### src/rtl/imm_gen_pipe.sv
// imm_gen_pipe: pipelined RV32I immediate generator with PC-relative target and a skid buffer.
// Optional macro IMM_GEN_ZIMM_EN adds the CSR zimm format (fmt 6).
module imm_gen_pipe #(
   parameter int XLEN  = 32,
   parameter int CNT_W = 16
) (
   input  logic             clk,
   input  logic             rst,
   input  logic             in_valid,
   output logic             in_ready,
   input  logic [31:0]      in_instr,
   input  logic [XLEN-1:0]  in_pc,
   output logic             out_valid,
   input  logic             out_ready,
   output logic [XLEN-1:0]  out_imm,
   output logic [2:0]       out_fmt,
   output logic [XLEN-1:0]  out_target,
   output logic             out_illegal,
   output logic [CNT_W-1:0] illegal_cnt
);
   typedef enum logic [1:0] {EMPTY, ONE, TWO} state_t;
   state_t            r_st;
   logic              r_rdy, r_vld;
   logic [XLEN-1:0]   r_imm, r_tgt, r_sk_imm, r_sk_tgt;
   logic [2:0]        r_fmt, r_sk_fmt;
   logic [CNT_W-1:0]  r_cnt;
   logic [2:0]        w_fmt;
   logic [31:0]       w_i32;
   logic [XLEN-1:0]   w_imm, w_tgt;
   logic              w_acc, w_otx;
   always_comb begin
      w_fmt = 3'd7;
      case (in_instr[6:0])
         7'b0010011, 7'b0000011, 7'b1100111, 7'b0001111, 7'b1110011: w_fmt = 3'd1;
         7'b0100011: w_fmt = 3'd2;
         7'b1100011: w_fmt = 3'd3;
         7'b0110111, 7'b0010111: w_fmt = 3'd4;
         7'b1101111: w_fmt = 3'd5;
         7'b0110011: w_fmt = 3'd0;
         default: w_fmt = 3'd7;
      endcase
`ifdef IMM_GEN_ZIMM_EN
      if (in_instr[6:0] == 7'b1110011 && in_instr[14]) w_fmt = 3'd6;
`endif
      case (w_fmt)
         3'd1: w_i32 = {{20{in_instr[31]}}, in_instr[31:20]};
         3'd2: w_i32 = {{20{in_instr[31]}}, in_instr[31:25], in_instr[11:7]};
         3'd3: w_i32 = {{20{in_instr[31]}}, in_instr[7], in_instr[30:25], in_instr[11:8], 1'b0};
         3'd4: w_i32 = {in_instr[31:12], 12'b0};
         3'd5: w_i32 = {{12{in_instr[31]}}, in_instr[19:12], in_instr[20], in_instr[30:21], 1'b0};
         3'd6: w_i32 = {27'b0, in_instr[19:15]};
         default: w_i32 = 32'b0;
      endcase
   end
   // bit 31 of w_i32 is the instruction sign for every signed format, so a signed cast widens correctly
   assign w_imm       = XLEN'($signed(w_i32));
   assign w_tgt       = in_pc + w_imm;
   assign w_acc       = in_valid && r_rdy;
   assign w_otx       = r_vld && out_ready;
   assign in_ready    = r_rdy;
   assign out_valid   = r_vld;
   assign out_imm     = r_imm;
   assign out_fmt     = r_fmt;
   assign out_target  = r_tgt;
   assign out_illegal = r_fmt == 3'd7;
   assign illegal_cnt = r_cnt;
   always_ff @(posedge clk) begin
      if (rst) begin
         r_st     <= EMPTY;
         r_rdy    <= 1'b1;
         r_vld    <= 1'b0;
         r_imm    <= '0;
         r_fmt    <= '0;
         r_tgt    <= '0;
         r_sk_imm <= '0;
         r_sk_fmt <= '0;
         r_sk_tgt <= '0;
         r_cnt    <= '0;
      end else begin
         if (w_acc && w_fmt == 3'd7 && r_cnt != '1) r_cnt <= r_cnt + CNT_W'(1);
         case (r_st)
            EMPTY: if (w_acc) begin
               r_imm <= w_imm;
               r_fmt <= w_fmt;
               r_tgt <= w_tgt;
               r_vld <= 1'b1;
               r_st  <= ONE;
            end
            ONE: if (w_acc && w_otx) begin
               r_imm <= w_imm;
               r_fmt <= w_fmt;
               r_tgt <= w_tgt;
            end else if (w_acc) begin
               r_sk_imm <= w_imm;
               r_sk_fmt <= w_fmt;
               r_sk_tgt <= w_tgt;
               r_rdy    <= 1'b0;
               r_st     <= TWO;
            end else if (w_otx) begin
               r_vld <= 1'b0;
               r_st  <= EMPTY;
            end
            TWO: if (w_otx) begin
               r_imm <= r_sk_imm;
               r_fmt <= r_sk_fmt;
               r_tgt <= r_sk_tgt;
               r_rdy <= 1'b1;
               r_st  <= ONE;
            end
            default: r_st <= EMPTY;
         endcase
      end
   end
endmodule

### config.mk
export PLATFORM = sky130hd
export DESIGN_NAME = imm_gen_pipe
export DESIGN_NICKNAME = d
export VERILOG_FILES = /design/src/rtl/imm_gen_pipe.sv
export SDC_FILE = /design/constraint.sdc
export NUM_CORES = 1
export LEC_CHECK = 0
export BUFFER_PORTS_ARGS = -buffer_cell sky130_fd_sc_hd__buf_2
export CAP_MARGIN = 30
export CORE_ASPECT_RATIO = 0.9
export CORE_MARGIN = 1
export CORE_UTILIZATION = 40
export DETAILED_ROUTE_END_ITERATION = 10
export GPL_ROUTABILITY_DRIVEN = 0
export SYNTH_ARGS = -nofsm -noshare
export SYNTH_HDL_FRONTEND = slang
export SYNTH_SLANG_ARGS = --single-unit
### constraint.sdc
create_clock -name clk -period 5.02 [get_ports clk]
set_input_delay 1.004 -clock clk [delete_from_list [all_inputs] [get_ports clk]]
set_output_delay 1.004 -clock clk [all_outputs]
set_load 0.05 [all_outputs]
# Word-level counts from Yosys, hierarchy flattened
# Cells that the tools add are included.
# totals
in_bits	68
regBits	154
# op_classes
mux	29
n_reduce_logical	16
addsub	2
n_eq_ne	30
bitwise_logic	1
# op_table
cell	count
32-bit two-way mux	6
32-bit one-hot mux with 3 select lines	2
32-bit one-hot mux with 6 select lines	1
32-bit adder	1
7-bit == test, second input constant	4
7-bit by 6-bit == test with 1-bit output, second input constant	3
3-bit one-hot mux with 6 select lines	1
16-bit by 1-bit adder with 16-bit output, second input constant	1
16-bit != test, second input constant	1
3-bit == test, second input constant	5
7-bit by 5-bit == test with 1-bit output, second input constant	2
2-bit != test, second input constant	7
4-bit AND reduction	3
2-bit two-way mux	5
3-bit two-way mux	3
3-bit one-hot mux with 3 select lines	1
7-bit by 2-bit == test with 1-bit output, second input constant	1
7-bit by 4-bit == test with 1-bit output, second input constant	1
1-bit two-way mux	7
3-bit by 2-bit == test with 1-bit output, second input constant	2
2-bit one-hot mux with 3 select lines	1
1-bit logical AND	5
5-bit AND reduction	1
5-bit OR reduction	1
other kinds (11)	13

# Logic depth before layout (Yosys ltp)
# Gate-level depths: netlist of run 1.
# logic_depth
ltp_word	8
mapped_depth	19

# Worst setup path before layout of run 1
# No wires, ideal clock.
# synth_timing
path_type	input to register
startpoint	input port in_instr[2]
endpoint	register r_tgt[31] (netlist: out_target[31])
cell_stages	18
path_buffers	1
arrival_time_ps	4528
path_slack_ps	417
path_cell_list	buf_2 -> nor2_1 -> a21o_1 -> a31oi_2 -> nor2_1 -> and4b_1 -> a221oi_1 -> inv_1 -> ha_1 -> and2_2 -> o21ai_2 -> or4_4 -> a21oi_2 -> nor3_2 -> nor3_4 -> mux2i_1 -> or3_1 -> a31oi_1
# synth_between
elab_chain_cells	8
elab_cells_between_ends	25
classes_between	add/sub: 1; eq/ne: 17; mux: 5; reduce/logical: 2
# synth_rtl
item	line_no	rtl
start, declared	11	input logic [31:0] in_instr,
7-bit by 5-bit == test with 1-bit output (tied with other cells)	33	case (in_instr[6:0])
5-bit OR reduction or 2-bit OR reduction (tied branches)	33	
3-bit one-hot mux with 6 select lines *	33	
3-bit == test (tied with other cells)	45	case (w_fmt)
32-bit one-hot mux with 6 select lines *	45	
net w_i32[11]	28	logic [31:0] w_i32;
32-bit adder *	57	assign w_tgt = in_pc + w_imm;
32-bit two-way mux (on tied branches)	89, 82	
32-bit one-hot mux with 3 select lines *	81	case (r_st)
end signal, assigned	85	r_tgt <= w_tgt;
end signal, assigned	92	r_tgt <= w_tgt;
end signal, assigned	106	r_tgt <= r_sk_tgt;
end, declared	24	logic [XLEN-1:0] r_imm, r_tgt, r_sk_imm, r_sk_tgt;
# The timed path passes the listed nets; every way through them passes the cells marked *. The select of a mux whose other input is x is not followed.
# A chain may end at the register's enable or synchronous reset.

# Worst setup path in the final report of run 1
# layout_timing
startpoint	input port in_instr[4]
endpoint	register r_tgt[19] (netlist: out_target[19])
# The elaborated chain is that of the path after synthesis.

==> results of run 1 <==
[cell families (layout without fill, tap and decap cells)]
logic type	after synthesis	count (layout)
simple gates	418	418
fa+ha+maj	33	33
flops	154	154
xor+xnor	40	40
mux	5	5
compound gates	309	309
buf+inv	111	242
[final cells by class]
type / instances / area [um2]
multi-input cells: 805 / 4740
flip-flops and latches: 154 / 3080
inverters: 40 / 150
well taps: 255 / 319
clock buffers: 17 / 425
repair buffers: 172 / 943
fillers: 2011 / 10200
clock inverters: 13 / 169
[power groups by stage]
stage | Combinational [mW] | Clock, mW | Sequential, mW
global route | 0.845 | 1.41 | 1.38
CTS | 0.780 | 1.35 | 1.37
floorplan | 0.370 | 0 | 1.59
finish | 0.780 | 1.34 | 1.37
detailed placement | 0.778 | 0 | 1.40
global placement | 0.772 | 0 | 1.40
[flip-flops by register name, summed over array words and instances (netlist names)]
signal	flops
out_imm	32
out_target	32
r_sk_imm	32
r_sk_tgt	32
illegal_cnt	16
out_fmt	3
r_sk_fmt	3
r_st	2
in_ready	1
out_valid	1
[per-layer routing]
layer,global-route usage,share of wire
met4,0.0393,0.0051
met2,0.347,0.45
met1,0.337,0.50
met5,0,0
met3,0.0483,0.047
[cell usage after synthesis, types with 5 or more instances]
cell and instances:
xnor2_1 27, and2_1 5, nand3_1 16, o21a_1 12, o21ai_0 23, nor3_1 12, a21o_1 12, dfxtp_1 154
o211ai_1 10, xor2_1 13, nand2_1 144, nand3b_1 6, clkbuf_1 62, nor2b_1 6, a22oi_1 6, nor4_1 6
a311oi_1 16, ha_1 32, a211oi_1 70, a21oi_1 115, nor2_1 185, inv_1 40, a31oi_1 6
[worst reg2reg max path: stages (launching register included)]
cell	delay [ns]
dfxtp_1	0.44
nand2b_2	0.67
nor2_1	0.18
nor2_4	0.64
buf_12	0.31
nor3_1	0.07
a2111oi_0	0.37
[placed cells by master, fill, tap and decap left out, drive strengths merged, types with 13 or more instances in the layout]
cell type  count
nor2         186
buf          172
dfxtp        154
nand2        144
a21oi        118
a211oi        70
inv           44
ha            32
o21ai         28
xnor2         27
clkbuf        17
nand3         16
a311oi        16
nor3          14
xor2          13
a21o          13
[through the flow]
step | instance area (um2) | setup WS [ns] | total power [mW] | hold WS, ns | setup TNS (ns)
detailed placement | 9240 | -0.00209 | 2.18 | 0.447 | -0.00209
finish | 9830 | 0.427 | 3.49 | 0.454 | 0
floorplan | 8230 | 0.417 | 1.96 | 0.437 | 0
global route | 9830 | 0.146 | 3.64 | 0.471 | 0
CTS | 9830 | 0.417 | 3.50 | 0.457 | 0
global placement | 9210 | 0.110 | 2.17 | 0.442 | 0
[worst max-delay path by stage]
stage | cells after the start | endpoint | startpoint | slack (ns)
after CTS | 19 | out_target[19]$_SDFFE_PP0P_ | in_instr[4] | 0.42
after detailed placement | 19 | out_target[19]$_SDFFE_PP0P_ | in_instr[4] | -0.002
after global placement | 19 | out_target[19]$_SDFFE_PP0P_ | in_instr[4] | 0.11
final | 19 | out_target[19]$_SDFFE_PP0P_ | in_instr[4] | 0.43
after global routing | 19 | r_sk_tgt[19]$_SDFFE_PP0P_ | in_instr[4] | 0.15
after floorplan | 18 | out_target[31]$_SDFFE_PP0P_ | in_instr[2] | 0.42
==> results.toml, run 1 <==
[final_layout]
synthToLayoutAreaGrowth_pct = 19.5
fin_nets = 1291
fin_util = 0.490
drive_gt1_frac = 0.190
final_cells = 1456
n_antenna_cell = 0

[pwr]
switching_share = 0.334
p_leak_nw = 4.39
switching_power_mw = 1.17
pwr-share-comb = 0.224
vdd_ir_drop_max_mv = 0.204
seq_power_share = 0.393
clkPwrFrac = 0.384
p_per_area_nw_per_um2 = 355
p_int_mw = 2.32

[floorplan]
initial_core_util = 0.410
coreArea_um2 = 20000
die_area_um2 = 21100
io_pins = 154
die_w_um = 153
die_y_um = 138
num_rows = 49

[sta]
period_share = 0.915
hold_viol_final = 0
fin_crit_ns = 4.59
setup_viol = 0
slew_viol_final = 0
maxSlewHeadroom = 0.397
rsz0062_at_grt = "false"
max_freq_ghz = 0.218
worstMarginPinSlew_ns = 0.904
skew_ns = 0.00859

[drt]
drcViolationCount = 0
num_vias = 7827
wl_per_cell_um = 16.7
antenna_left = 0
drt-total-wl_mm = 24.4
dr.pass1.iters = 5
vias_per_cell = 5.38
drt_iter0_markers = 567

[worst_setup_path]
r2r-start = "r_st[0]$_SDFFE_PP0P_"
crit_chain = "buf_2 > and3b_1 > o21a_1 > a31oi_2 > nor2_1 > buf_4 > a22oi_1 > inv_1 > ha_1 > a21o_1 > and4_1 > o21ai_0 > buf_4 > a21oi_1 > nor4_1 > o221ai_1 > xor2_1 > nor2_1 > nor4_1"
max_stage_delay_ns = 0.48
worstPathArrival_ns = 4.91
startpoint_type = "input port"
critPathTopFamily = "compound AO/OA/AOI/OAI gates"
slowest_stage = "a22oi_1"
worstPathRequired_ns = 5.34
crit_type = "in -> reg"
worstRegToRegCells = 6
r2r_slack_ns = 2.22
endpoint_kind = "flip-flop"
reg2reg_to = "out_target[20]$_SDFFE_PP0P_"
crit_fanout = 9
worst-path-buf-inv = 4

[yosys]
synth_adder_area_share = 0.0511
syn_nets = 1171
synth-edff-count = 0
syn_area_um2 = 8230
synth_top_family_by_area = "compound AO/OA/AOI/OAI gates"
ys.flop_type = "dfxtp_1"
netlist.area_leader.share = 0.375
yosysWarnings = 0
netlist_top_cells_area = "dfxtp_1 37%, nor2_1 8.4%, a21oi_1 7.0%"
synth_cell_types = 74
synth.mux.area_fraction = 0.00624
synth-async-reset-ratio = 0
avgSynthCellArea_um2 = 7.69
seq_area_frac_synth = 0.375
synth_compound_area_frac = 0.246
synth_top_area_cell = "dfxtp_1"
synth_cells = 1070
synth_seq_cells = 154
synth-simple-area-share = 0.226
synth_xor_xnor_area_share = 0.0426

[hold_path]
worstHoldStart = "r_sk_tgt[3]$_SDFFE_PP0P_"
min_path_type = "reg -> reg"
hold_end = "r_sk_tgt[3]$_SDFFE_PP0P_"
min_path_cells = 2

[cts]
insertion_delay_ns = 0.42
clkSinkCount = 154
root_buffer = "clkbuf_16"
cts_made_buffers = 17
clock_path_buffers = 2
cts_max_level = 4
clk_pin_slew_ns = 0.07
cts_tree = "yes"
cts_setup_buffers = 0
postCtsHoldBufs = 0
cts_resized = 0

[place]
io_buffers = 153
place_inst = 1426
hpwl_mm = 17.5

[global_routing]
grt_pass1_vias = 6918
grt-ovfl-total = 0
grt_pass1_wl_mm = 38.2
grtUsageTotal = 0.229
antenna_found_initial = 0
grt_max_degree = 87

[status]
status = "completed"

[run]
drv_cap = 0
No activity file was read; power rests on OpenSTA's default activity.
==> inputs of run 2 (changes only) <==
--- a/config.mk
+++ b/config.mk
@@ -5,12 +5,12 @@
 export SDC_FILE = /design/constraint.sdc
 export NUM_CORES = 1
 export LEC_CHECK = 0
-export BUFFER_PORTS_ARGS = -buffer_cell sky130_fd_sc_hd__buf_2
 export CAP_MARGIN = 30
 export CORE_ASPECT_RATIO = 0.9
 export CORE_MARGIN = 1
 export CORE_UTILIZATION = 40
 export DETAILED_ROUTE_END_ITERATION = 10
+export DONT_BUFFER_PORTS = 1
 export GPL_ROUTABILITY_DRIVEN = 0
 export SYNTH_ARGS = -nofsm -noshare
 export SYNTH_HDL_FRONTEND = slang
==> results.toml, run 2 (synthesis gave the netlist of run 1 again) <==
[cts]
postCtsHoldBufs = 0
cts_max_level = 4
cts_setup_buffers = 0
clock_path_buffers = 2
clk_pin_slew_ns = 0.07
clkSinkCount = 154
cts_made_buffers = 17
root_buffer = "clkbuf_16"
cts_resized = 0
cts_tree = "yes"
insertion_delay_ns = 0.43

[worst_setup_path]
slowest_stage = "o21ai_0"
worstRegToRegCells = 8
r2r_slack_ns = 2.18
crit_fanout = 8
reg2reg_to = "out_imm[3]$_SDFFE_PP0P_"
critPathTopFamily = "compound AO/OA/AOI/OAI gates"
startpoint_type = "input port"
endpoint_kind = "flip-flop"
worst-path-buf-inv = 2
worstPathRequired_ns = 5.37
r2r-start = "in_ready$_SDFFE_PP1P_"
max_stage_delay_ns = 0.47
worstPathArrival_ns = 4.85
crit_type = "in -> reg"
crit_chain = "and3b_1 > o21a_1 > a31oi_2 > nor2_1 > buf_4 > a22oi_1 > inv_1 > ha_1 > a21o_1 > a21o_1 > o21ai_0 > a21oi_1 > nor4_1 > o221ai_1 > xor2_1 > nand2_1 > a21oi_1"

[hold_path]
hold_end = "r_sk_tgt[13]$_SDFFE_PP0P_"
worstHoldStart = "r_sk_tgt[13]$_SDFFE_PP0P_"
min_path_cells = 2
min_path_type = "reg -> reg"

[pwr]
p_int_mw = 2.14
switching_power_mw = 1.12
p_per_area_nw_per_um2 = 365
switching_share = 0.343
total_power_mw = 3.26
seq_power_share = 0.487
clkPwrFrac = 0.376
vdd_ir_drop_max_mv = 0.241
p_leak_nw = 3.60
pwr-share-comb = 0.137

[final_layout]
final_area_um2 = 8940
synthToLayoutAreaGrowth_pct = 8.67
fin_nets = 1132
final_cells = 1300
nFillCells = 2001
multi_input_area_um2 = 4740
regArea_um2 = 3080
final_cell_mix = "184 x nor2_1, 154 x dfxtp_1, 144 x nand2_1"
drive_gt1_frac = 0.0651
final_common_cell = "nor2_1"

[place]
dpl_cell_area_um2 = 8390
place_inst = 1267
hpwl_mm = 17.2
io_buffers = 0

[drt]
drcViolationCount = 0
drt-total-wl_mm = 24.4
num_vias = 7291
antenna_left = 0
dr.pass1.iters = 5
wl_per_cell_um = 18.7
vias_per_cell = 5.61
drt_iter0_markers = 505

[floorplan]
io_pins = 154
die_y_um = 138
num_rows = 49
die_w_um = 153
initial_core_util = 0.410
die_area_um2 = 21100
coreArea_um2 = 20000

[sta]
holdWs_ns = 0.449
fin_crit_ns = 4.50
skew_ns = 0.00920
max_freq_ghz = 0.222
worstMarginPinSlew_ns = 0.907
hold_viol_final = 0
setup_viol = 0
fin_tns_setup_ns = 0
rsz0062_at_grt = "false"
period_share = 0.896
slew_viol_final = 0
maxSlewHeadroom = 0.396

[global_routing]
grt-ovfl-total = 0
grt_max_degree = 160
grt_pass1_vias = 6462
grt_pass1_wl_mm = 37.5
antenna_found_initial = 1
grtUsageTotal = 0.228

[status]
status = "completed"

[run]
drv_cap = 0
run 2: cell types whose count changed in the layout (fill, tap and decap cells not counted):
cell / delta
diode_2: +1
buf_16: -1
buf_12: -1
clkinv_2: -2
bufinv_16: -3
clkbuf_8: +2
buf_2: -152
buf_4: -5
clkbuf_1: +3
clkinvlp_4: +2
run 2: power by group through the flow:
stage	Clock [mW]	Sequential (mW)	Combinational [mW]
4_1_cts	1.25	1.59	0.446
3_3_place_gp	0	1.61	0.441
2_1_floorplan	0	1.59	0.370
6_report	1.23	1.59	0.447
3_5_place_dp	0	1.62	0.443
5_1_grt	1.30	1.60	0.501
run 2: worst register-to-register path, stage by stage, from the launching register on:
cell and delay [ns]:
dfxtp_1 0.71, nand2_1 0.25, nor2_1 0.34, and2_1 0.34, nor2_4 0.14, buf_4 0.34
a211oi_1 0.46, a21oi_1 0.07, nor2_1 0.12
run 2: worst max-delay path by stage:
stage	start	endpoint	slack (ns)	cells past startpoint
final	in_instr[3]	r_sk_tgt[19]$_SDFFE_PP0P_	0.52	17
after global routing	in_instr[3]	out_target[17]$_SDFFE_PP0P_	0.29	17
after CTS	in_instr[3]	out_target[17]$_SDFFE_PP0P_	0.59	17
after detailed placement	in_instr[3]	out_target[17]$_SDFFE_PP0P_	0.17	17
after global placement	in_instr[3]	out_target[17]$_SDFFE_PP0P_	0.16	17
after floorplan	in_instr[2]	out_target[31]$_SDFFE_PP0P_	0.42	18
run 2: area by class of cell:
class | count | share of cell area
multi-input combinational | 805 | 0.530
sequential | 154 | 0.345
clock buffer | 22 | 0.0519
tap | 255 | 0.0357
inverter | 40 | 0.0168
timing repair buffer | 13 | 0.0109
clock inverter | 10 | 0.00938
antenna | 1 | 0.000280
run 2: through the flow:
step,worst slack (ns),utilization
floorplan,0.417,-
global placement,0.162,0.418
detailed placement,0.165,0.418
CTS,0.592,0.446
global route,0.288,0.446
finish,0.521,0.446
run 2: routing by layer:
metal / GRT usage / vias up / wire length [um]
met4: 0.0691 / 0 / 459
met3: 0.0856 / 27 / 2050
li1: - / 3683 / -
met5: 0 / - / 0
met1: 0.306 / 3394 / 11300
met2: 0.336 / 187 / 10500
